### config.mk
export PLATFORM = sky130hd
export DESIGN_NAME = ci_initiator_flat
export DESIGN_NICKNAME = d
export VERILOG_FILES = /design/src/rtl/ci_initiator_if.sv /design/src/rtl/ci_initiator.sv /design/src/flat_wrapper.sv
export SDC_FILE = /design/constraint.sdc
export NUM_CORES = 1
export LEC_CHECK = 0
export ABC_CLOCK_PERIOD_IN_PS = 4470
export BUFFER_PORTS_ARGS = -buffer_cell sky130_fd_sc_hd__buf_2
export CAP_MARGIN = 20
export CORE_MARGIN = 1
export CORE_UTILIZATION = 30
export DETAILED_ROUTE_END_ITERATION = 7
export SLEW_MARGIN = 20
export SYNTH_ARGS = -nofsm -noshare
export SYNTH_HDL_FRONTEND = slang
export SYNTH_SLANG_ARGS = --single-unit
### constraint.sdc
create_clock -name clk -period 4.47 [get_ports clk]
set_input_delay 0.2235 -clock clk [delete_from_list [all_inputs] [get_ports clk]]
set_output_delay 0.2235 -clock clk [all_outputs]
set_load 0.02 [all_outputs]
### src/rtl/ci_initiator_if.sv
// Request/response stream plus Nios II custom-instruction bus for ci_initiator.
// The master modport is the initiator's view; slave is the view of whatever surrounds it.
interface ci_initiator_if;
    logic        req_valid;
    logic        req_ready;
    logic [31:0] req_a;
    logic [31:0] req_b;
    logic        rsp_valid;
    logic        rsp_ready;
    logic [31:0] rsp_data;
    logic        rsp_timeout;
    logic        ci_clk_en;
    logic        ci_start;
    logic [31:0] ci_dataa;
    logic [31:0] ci_datab;
    logic        ci_done;
    logic [31:0] ci_result;

    modport master (
        input  req_valid, req_a, req_b, rsp_ready, ci_done, ci_result,
        output req_ready, rsp_valid, rsp_data, rsp_timeout,
               ci_clk_en, ci_start, ci_dataa, ci_datab
    );

    modport slave (
        output req_valid, req_a, req_b, rsp_ready, ci_done, ci_result,
        input  req_ready, rsp_valid, rsp_data, rsp_timeout,
               ci_clk_en, ci_start, ci_dataa, ci_datab
    );
endinterface

### src/rtl/ci_initiator.sv
// Master end of the Nios II multi-cycle custom-instruction handshake: one CI
// transaction per accepted operand pair, with a watchdog abort for dead slaves.
module ci_initiator #(
    parameter int TIMEOUT = 4096,
    parameter int CNT_W   = 16
) (
    input  logic           clk,
    input  logic           reset,
    ci_initiator_if.master bus,
    output logic           busy
);

    typedef enum logic [2:0] {
        S_IDLE  = 3'd0,
        S_ISSUE = 3'd1,
        S_ARM   = 3'd2,
        S_BUSY  = 3'd3,
        S_RESP  = 3'd4
    } state_t;

    localparam logic [CNT_W-1:0] WD_LAST = CNT_W'(TIMEOUT - 1);
    localparam logic [CNT_W-1:0] CNT_ONE = {{(CNT_W-1){1'b0}}, 1'b1};

    state_t           state_r;
    logic             clk_en_r;
    logic             start_r;
    logic [31:0]      dataa_r;
    logic [31:0]      datab_r;
    logic             rsp_valid_r;
    logic [31:0]      rsp_data_r;
    logic             rsp_timeout_r;
    logic [CNT_W-1:0] cnt_r;

    logic             req_ready_s;
    logic             wd_hit_s;

    assign req_ready_s     = (state_r == S_IDLE) && clk_en_r;
    assign wd_hit_s        = (cnt_r == WD_LAST);
    assign busy            = (state_r != S_IDLE);

    assign bus.req_ready   = req_ready_s;
    assign bus.rsp_valid   = rsp_valid_r;
    assign bus.rsp_data    = rsp_data_r;
    assign bus.rsp_timeout = rsp_timeout_r;
    assign bus.ci_clk_en   = clk_en_r;
    assign bus.ci_start    = start_r;
    assign bus.ci_dataa    = dataa_r;
    assign bus.ci_datab    = datab_r;

    // Transaction FSM, watchdog counter and all registered outputs.
    always_ff @(posedge clk or posedge reset) begin
        if (reset) begin
            state_r       <= S_IDLE;
            clk_en_r      <= 1'b0;
            start_r       <= 1'b0;
            dataa_r       <= 32'h0000_0000;
            datab_r       <= 32'h0000_0000;
            rsp_valid_r   <= 1'b0;
            rsp_data_r    <= 32'h0000_0000;
            rsp_timeout_r <= 1'b0;
            cnt_r         <= '0;
        end else begin
            clk_en_r <= 1'b1;
            case (state_r)
                S_IDLE: begin
                    if (bus.req_valid && req_ready_s) begin
                        dataa_r <= bus.req_a;
                        datab_r <= bus.req_b;
                        cnt_r   <= '0;
                        start_r <= 1'b1;
                        state_r <= S_ISSUE;
                    end
                end
                S_ISSUE: begin
                    // done is not looked at here; the slave has not seen start yet
                    start_r <= 1'b0;
                    state_r <= S_ARM;
                end
                S_ARM: begin
                    cnt_r <= cnt_r + CNT_ONE;
                    if (!bus.ci_done) begin
                        state_r <= S_BUSY;
                    end else if (wd_hit_s) begin
                        rsp_data_r    <= 32'h0000_0000;
                        rsp_timeout_r <= 1'b1;
                        rsp_valid_r   <= 1'b1;
                        state_r       <= S_RESP;
                    end
                end
                S_BUSY: begin
                    cnt_r <= cnt_r + CNT_ONE;
                    if (bus.ci_done) begin
                        rsp_data_r    <= bus.ci_result;
                        rsp_timeout_r <= 1'b0;
                        rsp_valid_r   <= 1'b1;
                        state_r       <= S_RESP;
                    end else if (wd_hit_s) begin
                        rsp_data_r    <= 32'h0000_0000;
                        rsp_timeout_r <= 1'b1;
                        rsp_valid_r   <= 1'b1;
                        state_r       <= S_RESP;
                    end
                end
                S_RESP: begin
                    if (bus.rsp_ready) begin
                        rsp_valid_r <= 1'b0;
                        state_r     <= S_IDLE;
                    end
                end
                default: begin
                    start_r     <= 1'b0;
                    rsp_valid_r <= 1'b0;
                    state_r     <= S_IDLE;
                end
            endcase
        end
    end

endmodule

### src/flat_wrapper.sv
// flat-port wrapper written by rule: the top's interface ports become plain ports
module ci_initiator_flat 
#(
    parameter int TIMEOUT = 4096,
    parameter int CNT_W   = 16
)
  (clk, reset, busy, bus_req_valid, bus_req_a, bus_req_b, bus_rsp_ready, bus_ci_done, bus_ci_result, bus_req_ready, bus_rsp_valid, bus_rsp_data, bus_rsp_timeout, bus_ci_clk_en, bus_ci_start, bus_ci_dataa, bus_ci_datab);
  ci_initiator_if bus_i ();
  input  logic clk;
  input  logic reset;
  output logic busy;
  input wire logic [$bits(bus_i.req_valid)-1:0] bus_req_valid;
  input wire logic [$bits(bus_i.req_a)-1:0] bus_req_a;
  input wire logic [$bits(bus_i.req_b)-1:0] bus_req_b;
  input wire logic [$bits(bus_i.rsp_ready)-1:0] bus_rsp_ready;
  input wire logic [$bits(bus_i.ci_done)-1:0] bus_ci_done;
  input wire logic [$bits(bus_i.ci_result)-1:0] bus_ci_result;
  output wire logic [$bits(bus_i.req_ready)-1:0] bus_req_ready;
  output wire logic [$bits(bus_i.rsp_valid)-1:0] bus_rsp_valid;
  output wire logic [$bits(bus_i.rsp_data)-1:0] bus_rsp_data;
  output wire logic [$bits(bus_i.rsp_timeout)-1:0] bus_rsp_timeout;
  output wire logic [$bits(bus_i.ci_clk_en)-1:0] bus_ci_clk_en;
  output wire logic [$bits(bus_i.ci_start)-1:0] bus_ci_start;
  output wire logic [$bits(bus_i.ci_dataa)-1:0] bus_ci_dataa;
  output wire logic [$bits(bus_i.ci_datab)-1:0] bus_ci_datab;
  assign bus_i.req_valid = bus_req_valid;
  assign bus_i.req_a = bus_req_a;
  assign bus_i.req_b = bus_req_b;
  assign bus_i.rsp_ready = bus_rsp_ready;
  assign bus_i.ci_done = bus_ci_done;
  assign bus_i.ci_result = bus_ci_result;
  assign bus_req_ready = bus_i.req_ready;
  assign bus_rsp_valid = bus_i.rsp_valid;
  assign bus_rsp_data = bus_i.rsp_data;
  assign bus_rsp_timeout = bus_i.rsp_timeout;
  assign bus_ci_clk_en = bus_i.ci_clk_en;
  assign bus_ci_start = bus_i.ci_start;
  assign bus_ci_dataa = bus_i.ci_dataa;
  assign bus_ci_datab = bus_i.ci_datab;
  ci_initiator #(.TIMEOUT(TIMEOUT), .CNT_W(CNT_W)) u_core (.clk(clk), .reset(reset), .bus(bus_i), .busy(busy));
endmodule
==> metrics <==
status complete, no violations; post-placement worst setup slack about 1.8 ns; crit-path max FO 39; Max Clk Rate 413 MHz; Synth async-reset ratio 1.00; Syn. warnings 0; register area share after synthesis 0.615; clock-pin slew on the worst setup and hold paths ~0.050 ns; DP HPWL 7720 um; drt pass-1 iters 4; RSZ-0062 raised after global routing no; drc violations 0; Final Setup Violations 0; pin count of the biggest net entering global routing between 50 and 60; Post-Synth XOR/XNOR Area 0.00542; worst slew pin tran 0.829 ns; clock root buffer clkbuf_16; Power Density 694 nW/um2; Starting Density 0.306; Final Worst Setup Slack approximately 2 ns; detailed-route via count between 4,000 and 5,000; Worst-Skew Late Latency ~0.4 ns; Max Buffers Root-to-Sink 2; Post-CTS Setup Bufs 0; drt first-iter violations about 130; Ports slightly above 200; Post-CTS Hold Buffers a little over 60; clk sinks 119; post-route cell area approximately 7300 um2; hold violation count in the final report 0; VDD IR max between 0.0003 and 0.0004 V; Via density approximately 4.3; area grow syn2layout 50.5%; Synth Area in Compound Gates 0.0282; vias in the first global route between 4,000 and 5,000; Critical Setup Path Class reg2reg; Placer Congestion between 0.7 and 0.8; Nets between 800 and 900; layout cells sized above 1 0.321; Fin Clk Skew approximately 0.0071 ns; initial antenna violation count 0; Req. time, crit path 4.81 ns; Synth Area per Inst slightly below 10 um2; CP Capture Type flip-flop; Adder-Cell Fraction of Synth Area 0.00258; Tot GR Track Use 0.152; LEAKAGE roughly 4 nW; Die W 129 um; first-pass GRT wire length around 20,000 um; Cells after Synth 494; Core ar. around 16,000 um2; startpoint types flip-flop; ANT nets after route 0; grt total ovfl 0; CTS tree built; Final min period around 2.4 ns; # port buffers approximately 200; combinational family with the most area after synthesis simple AND/OR/NAND/NOR gates; Netlist cell types 37; row count 46; Tcrit/Tclk final 0.541; Resized Gates After CTS 0; #FFs+latches synth 119; routed length per instance ~13 um; DP Area between 6000 and 7000 um2; chip height roughly 130 um; post-route setup TNS 0 ns; die area around 17,000 um2; simple-gate portion of the synthesized area 0.236; CTS buffer count 17; multiplexer share of the synthesized area 0.0788; Post-synth EDFFs 0; Antenna diodes 0; Mapped Area about 4800 um2; depth of the CTS H-tree 4; Post-Syn Nets 596; Data arrival, critical path 2.76 ns; drt total wl around 12,000 um; slew margin rel. 0.447; Synth Flop Type dfrtp_1; worst min path class in2reg; maximum capacitance violations 0; Slew Viols, Final 0
-- sequential cells by signal, indices dropped and copies added, names as in the netlist --
| register | cells |
|---|---|
| u_core.bus.ci_start | 1 |
| u_core.bus.rsp_data | 32 |
| u_core.bus.rsp_timeout | 1 |
| u_core.bus.rsp_valid | 1 |
| u_core.bus.ci_clk_en | 1 |
| u_core.bus.ci_datab | 32 |
| u_core.cnt_r | 16 |
| u_core.bus.ci_dataa | 32 |
| u_core.state_r | 3 |
-- layout make-up --
cell class,count,area [um2]
flip-flops and latches,119,2980
clock buffers,25,515
well taps,216,270
inverters,4,17.5
clock inverters,7,138
fillers,1505,8540
repair buffers,268,1660
multi-input cells,344,1710
-- synthesized netlist by cell type (2+ instances only) --
cell type	n	area share
o211ai_1	3	0.0046
and3_1	2	0.0026
nor2_1	40	0.031
buf_6	3	0.0070
nand3_1	11	0.011
buf_4	2	0.0031
xnor2_1	2	0.0036
buf_2	14	0.014
o31ai_1	2	0.0031
nand2_1	209	0.16
dfrtp_1	119	0.61
clkbuf_1	8	0.0062
nor4_1	4	0.0052
nand4_1	6	0.0077
mux2i_1	37	0.076
o21ai_0	8	0.0083
inv_1	4	0.0031
-- per-layer routing --
metal | global-route usage | wire length (um) | vias to the layer above
met5 | 0 | 0 | -
met3 | 0.0603 | 950 | 10
met1 | 0.191 | 5580 | 1972
li1 | - | - | 2118
met4 | 0.0547 | 134 | 0
met2 | 0.238 | 5720 | 165
-- critical path, cell delays in order, from the launching register on --
cell,delay (ns)
dfrtp_1,0.49
nor4b_2,0.43
and2_2,0.76
buf_4,0.44
nand2_1,0.12
nand2_1,0.08
-- power breakdown --
group          total [W]  switching, W  leakage [nW]  internal, W
Combinational    0.00178       0.00115          2.28     0.000626
Sequential       0.00179      0.000259          1.50      0.00153
Clock            0.00149      0.000469         0.319      0.00102
-- stage by stage --
stage	utilization	std cells	hold WS [ns]	power, W
after global routing	0.461	983	0.00775	0.00540
after detailed placement	0.381	890	0.276	0.00355
after CTS	0.461	983	0.00519	0.00511
after floorplan	-	494	0.328	0.00292
final	0.461	983	0.0252	0.00506
after global placement	0.381	890	0.279	0.00353
-- logic make-up (layout without fill, tap and decap cells) --
group,count (synthesis),in the layout
AOI/OAI and AO/OA,21,21
other,1,1
DFF,119,119
adders and majority gates,1,1
muxes,38,38
and+or+nand+nor,280,280
xor gates and xnor gates,3,3
buffers and inverters,31,304
-- cells in the final DEF, fill, tap and decap left out, types with 8 or more instances in the layout --
cell,instances
nand2_1,208
buf_2,202
dfrtp_1,119
dlygate4sd3_1,61
nor2_1,40
mux2i_1,37
clkbuf_16,17
nand3_1,10
o21ai_0,8
-- final timing paths --
check / start / depth (start not counted) / slack, ns / end
max: u_core.state_r[0] / 5 / 2.05 / u_core.bus.ci_datab[29]
min: bus_req_a[25] / 3 / 0.03 / u_core.bus.ci_dataa[25]
max reg2reg: u_core.state_r[0] / 5 / 2.05 / u_core.bus.ci_datab[29]
min reg2reg: u_core.bus.ci_datab[23] / 2 / 0.46 / u_core.bus.ci_datab[23]
max in group asynchronous: reset / 4 / 3.04 / u_core.bus.ci_datab[26]
min in group asynchronous: reset / 3 / 0.39 / u_core.bus.ci_datab[6]
Note: power is estimated with default switching activity, not from simulation.
